**config.mk**
```make
export PLATFORM = sky130hd
export DESIGN_NAME = uart_transmitter
export DESIGN_NICKNAME = d
export VERILOG_FILES = /design/src/rtl/uart_pkg.sv /design/src/rtl/uart_baud_timer.sv /design/src/rtl/uart_transmitter.sv
export SDC_FILE = /design/constraint.sdc
export NUM_CORES = 1
export LEC_CHECK = 0
export BUFFER_PORTS_ARGS = -buffer_cell sky130_fd_sc_hd__buf_2
export CAP_MARGIN = 5
export CELL_PAD_IN_SITES_DETAIL_PLACEMENT = 0
export CELL_PAD_IN_SITES_GLOBAL_PLACEMENT = 1
export CORE_AREA = 4 4 67 69
export CTS_BUF_LIST = sky130_fd_sc_hd__clkbuf_4
export DETAILED_ROUTE_END_ITERATION = 10
export DIE_AREA = 0 0 71 73
export GPL_TIMING_DRIVEN = 0
export PLACE_DENSITY_LB_ADDON = 0.1
export SLEW_MARGIN = 5
export SYNTH_ARGS = -nofsm -noshare
export SYNTH_HDL_FRONTEND = slang
export SYNTH_SLANG_ARGS = --single-unit
export TNS_END_PERCENT = 1
```
**constraint.sdc**
```tcl
create_clock -name clk -period 2 [get_ports clk]
set_input_delay 0.1 -clock clk [delete_from_list [all_inputs] [get_ports clk]]
set_output_delay 0.1 -clock clk [all_outputs]
set_load 0.02 [all_outputs]
```
**src/rtl/uart_pkg.sv**
```systemverilog
// Shared UART definitions: transmitter state encoding, frame constants and
// helpers used by both the transmit and receive sides.
package uart_pkg;

  typedef enum logic [2:0] {
    TxIdle,
    TxStart,
    TxData,
    TxParity,
    TxStop,
    TxAck
  } tx_state_e;

  localparam int unsigned DATA_BITS  = 8;
  localparam int unsigned FRAME_BITS = 11;

  // Clock cycles per serial bit, integer-truncated.
  function automatic int unsigned baud_div(input int unsigned clk_freq,
                                           input int unsigned baud);
    return clk_freq / baud;
  endfunction

  // Parity bit that makes the total count of ones in {data, parity} odd (odd=1)
  // or even (odd=0).
  function automatic logic parity_bit(input logic [DATA_BITS-1:0] data, input logic odd);
    return odd ? ~^data : ^data;
  endfunction

endpackage

```
**src/rtl/uart_baud_timer.sv**
```systemverilog
// Bit-period timer: counts 0..DIV-1 and pulses tick on the last count of each
// bit. Holding clr keeps the count at zero so a new bit starts cleanly.
module uart_baud_timer #(
  parameter int unsigned DIV = 2
) (
  input  logic clk,
  input  logic reset,
  input  logic clr,
  output logic tick
);

  localparam int unsigned W = (DIV > 1) ? $clog2(DIV) : 1;
  localparam logic [W-1:0] LAST = W'(DIV - 1);

  logic [W-1:0] r_count;

  // Free-running bit counter, wraps after the last count of a bit.
  always_ff @(posedge clk or negedge reset) begin
    if (!reset) begin
      r_count <= '0;
    end else if (clr || (r_count == LAST)) begin
      r_count <= '0;
    end else begin
      r_count <= r_count + W'(1);
    end
  end

  assign tick = (r_count == LAST);

endmodule

```
**src/rtl/uart_transmitter.sv**
```systemverilog
// UART transmitter: start bit, 8 data bits LSB first, parity bit, stop bit,
// with a level Send / Sent handshake. tx_out is driven straight from a flop.
module uart_transmitter
  import uart_pkg::*;
#(
  parameter int unsigned CLK_FREQUENCY = 100_000_000,
  parameter int unsigned BAUD_RATE     = 19_200,
  parameter bit          PARITY_ODD    = 1'b1
) (
  input  logic       clk,
  input  logic       reset,
  input  logic       Send,
  input  logic [7:0] din,
  output logic       Sent,
  output logic       tx_out,
  output logic       busy
);

  localparam int unsigned BAUD_DIV = baud_div(CLK_FREQUENCY, BAUD_RATE);

  tx_state_e  r_state;
  logic [7:0] r_shreg;
  logic [2:0] r_bit_idx;
  logic       r_parity;
  logic       r_tx;
  logic       r_sent;
  logic       r_busy;

  logic w_tick;
  logic w_clr;

  // Timer is parked at zero outside the bit-carrying states so the start bit
  // gets a full period from the Send edge.
  assign w_clr = (r_state == TxIdle) || (r_state == TxAck);

  uart_baud_timer #(
    .DIV (BAUD_DIV)
  ) u_baud_timer (
    .clk   (clk),
    .reset (reset),
    .clr   (w_clr),
    .tick  (w_tick)
  );

  // Frame sequencer with registered line, busy and acknowledge outputs.
  always_ff @(posedge clk or negedge reset) begin
    if (!reset) begin
      r_state   <= TxIdle;
      r_shreg   <= '0;
      r_bit_idx <= '0;
      r_parity  <= 1'b0;
      r_tx      <= 1'b1;
      r_sent    <= 1'b0;
      r_busy    <= 1'b0;
    end else begin
      case (r_state)
        TxIdle: begin
          if (Send) begin
            r_shreg  <= din;
            r_parity <= parity_bit(din, PARITY_ODD);
            r_tx     <= 1'b0;
            r_busy   <= 1'b1;
            r_state  <= TxStart;
          end
        end
        TxStart: begin
          if (w_tick) begin
            r_bit_idx <= '0;
            r_tx      <= r_shreg[0];
            r_state   <= TxData;
          end
        end
        TxData: begin
          if (w_tick) begin
            r_shreg   <= r_shreg >> 1;
            r_bit_idx <= r_bit_idx + 3'd1;
            if (r_bit_idx == 3'd7) begin
              r_tx    <= r_parity;
              r_state <= TxParity;
            end else begin
              r_tx <= r_shreg[1];
            end
          end
        end
        TxParity: begin
          if (w_tick) begin
            r_tx    <= 1'b1;
            r_state <= TxStop;
          end
        end
        TxStop: begin
          if (w_tick) begin
            r_sent  <= 1'b1;
            r_busy  <= 1'b0;
            r_state <= TxAck;
          end
        end
        TxAck: begin
          // Hold the acknowledge until the requester releases Send.
          if (!Send) begin
            r_sent  <= 1'b0;
            r_state <= TxIdle;
          end
        end
        default: begin
          r_tx    <= 1'b1;
          r_sent  <= 1'b0;
          r_busy  <= 1'b0;
          r_state <= TxIdle;
        end
      endcase
    end
  end

  assign tx_out = r_tx;
  assign Sent   = r_sent;
  assign busy   = r_busy;

endmodule
```
==> results.cfg <==
[synth]
synth.top_cell.area_share = 0.438
syn-num-nets = 184
yosysTopAreaCell = dfrtp_1
synth_area_mm2 = 0.00171
ys_types = 42
syn_inst = 170
synth_edf_count = 0
ys_seq_area_frac = 0.454
yosysWarnings = 0
synth-main-ff-cell = dfrtp_1
ys_top_cells_by_area = dfrtp_1 44%, xnor2_1 8.2%, nor2_1 5.0%
synth_area_per_cell_um2 = 10.1
synth_common_cells = 30 x dfrtp_1, 23 x nor2_1, 16 x xnor2_1, 11 x nand2_1, 9 x o21ai_0
post-synth-top-count-cell = dfrtp_1
ys_async_sr_fraction = 1.00
synth_seq_cells = 31

[setup_path]
end_kind = flip-flop
rr_startpoint = u_baud_timer.r_count[0]
cp_slowest_cell = dfrtp_1
crit_path_max_fanout = 7
cp.arrival_ps = 2180
r2r_cells = 6
path_class = flip-flop to flip-flop
cp_cell_sequence = ha_1 > and4_1 > and3_1 > buf_6 > o32ai_2 > mux2_4
regToRegEndpoint = tx_out
cp-start-kind = flip-flop
required_ps = 2260
crit_path_max_incr_delay_ps = 420
r2r_slack_ps = 80

[placed_design]
post-dp-hpwl_um = 2420
dpl_cell_area_mm2 = 0.00184
port_buffers = 13
gp_congestion = 0.743

[global_route]
grt.overflow.total = 0
antenna_found_initial = 0
grt_pass1_vias = 1315
grt_util_met3 = 0.0427
grt_max_degree = 32
grt_usage = 0.149
grt_pass1_wl_um = 6110
grtUsageMet1 = 0.178
top_usage_layer = met2
grtUsageMet2 = 0.252

[power_and_ir_drop]
power.switching_w = 0.000584
vdd_drop_max_mv = 0.480
switching_share = 0.339
leakagePower_nw = 0.821
p_comb_frac = 0.279
finalPower_w = 0.00172
sequentialPowerShare = 0.517
pwr_density_cell_mw_per_mm2 = 904
intPower_w = 0.00114
clockPowerShare = 0.204

[clocking]
htreeDepth = 2
clkTransAtPathRegs_ps = 100
cts_tree = done
postCtsResizedCells = 0
insertion_delay_ps = 330
cts_buffers = 5
cts_root_buf = clkbuf_4
clk_path_buf_depth = 2
cts.sinks = 31

[sta]
worstMarginPinSlew_ps = 697
setup_viol = 0
timing.final.crit_period_ps = 1920
finalHoldViolCount = 0
skew_ps = 12.5
fmax_mhz = 522
maxSlewViolCount = 0
period_share = 0.958
slew_headroom = 0.536
rsz0062_at_grt = no
tns_ps = 0

[detailed_routing]
drtPass1Iterations = 4
num_vias = 1289
postRouteAntennaNets = 0
via_per_inst = 5.33
drt_iter0_drc = 48
routed_wl_um = 3340
drc_errors = 0
routedWlPerCell_um = 13.8

[cells_and_area]
synthToLayoutAreaGrowth_pct = 11.1
diodes = 0
final_area_mm2 = 0.00190
fin_nets = 205
drive_gt1_frac = 0.177

[floorplanning]
rows = 23
start_util = 0.438
pin_count = 14
die_y_um = 73
die-area_mm2 = 0.00518
die_w_um = 71
core_area_mm2 = 0.00391

[hold_path]
hold_class = input pin to flip-flop
hold_start = din[7]
min_path_cells = 2
hold_path_end = r_shreg[7]

[flow_run]
cap_violations = 0

[run_status]
status = complete, no violations
## cell type report
| class | instances | area, um2 |
|---|---|---|
| Multi-Input combinational cell | 124 | 856 |
| Tap cell | 50 | 62.6 |
| Clock inverter | 2 | 7.51 |
| Buffer | 9 | 57.6 |
| Clock buffer | 6 | 45.0 |
| Fill cell | 394 | 2010 |
| Sequential cell | 31 | 777 |
| Timing Repair Buffer | 14 | 75.1 |
| Inverter | 6 | 22.5 |
## cell usage in the layout (no fill, tap or decap), drive strengths merged, types with 3 or more instances in the layout
cell type and n:
xnor2 16, nor2 23, nor4b 3, nand3 7
clkbuf 8, o21ai 13, xor2 3, inv 6
mux2i 8, dfrtp 30, nand2 11, nand4 5
buf 20, nor3 5, ha 3
## how the worst max path moves through the flow
stage,start,to,slack (ps),depth (start not counted)
global route,u_baud_timer.r_count[0],r_bit_idx[2],0.6,5
global placement,u_baud_timer.r_count[0],tx_out,80,6
floorplan,u_baud_timer.r_count[0],tx_out,200,6
detailed placement,u_baud_timer.r_count[0],tx_out,90,6
finish,u_baud_timer.r_count[0],tx_out,80,6
CTS,u_baud_timer.r_count[0],tx_out,70,6
## logic make-up after synthesis
group | share of synthesized area
compound gates | 0.112
mux | 0.0621
simple gates | 0.206
fa+ha+maj | 0.0219
buf+inv | 0.0468
flops | 0.454
xor+xnor | 0.0972
## sequential cells by signal (all words and copies together), names as in the netlist
name                  count
u_baud_timer.r_count     13
r_parity                  1
busy                      1
tx_out                    1
Sent                      1
r_bit_idx                 3
r_shreg                   8
r_state                   3
## critical path: cells and delay by family, from the launching register on
kind | cells | cell delay, ps
simple gates | 2 | 440
fa+ha+maj | 1 | 260
compound gates | 1 | 280
buf+inv | 1 | 130
mux | 1 | 320
flops | 1 | 420
## stage by stage
| step | hold slack (ps) | setup slack [ps] | util | cells |
|---|---|---|---|---|
| after global placement | 178 | 80.8 | 0.470 | 233 |
| after global routing | 10.3 | 0.587 | 0.486 | 242 |
| after detailed placement | 193 | 85.7 | 0.470 | 233 |
| final | 43.5 | 84.1 | 0.486 | 242 |
| after CTS | 27.2 | 68.2 | 0.486 | 242 |
| after floorplan | -196 | 197 | - | 170 |
## routing by layer
metal  vias up  wire [um]
met5         -          0
met4         0         48
met3         6         97
met2        14       1670
met1       627       1520
li1        642          -
## power by group through the flow
stage / clock network (W) / registers (W) / logic (W)
after global placement: 0 / 0.000898 / 0.000473
after floorplan: 0 / 0.000886 / 0.000369
after CTS: 0.000369 / 0.000892 / 0.000490
after global routing: 0.000404 / 0.000917 / 0.000549
final: 0.000350 / 0.000890 / 0.000480
after detailed placement: 0 / 0.000905 / 0.000486
## repair_timing
| item | CTS | global route |
|---|---|---|
| hold buffers | 1 | 0 |
| endpoints found under the hold margin | 30 | 0 |
| setup buffers | 0 | 0 |
Power figures use the tool's default switching activity.
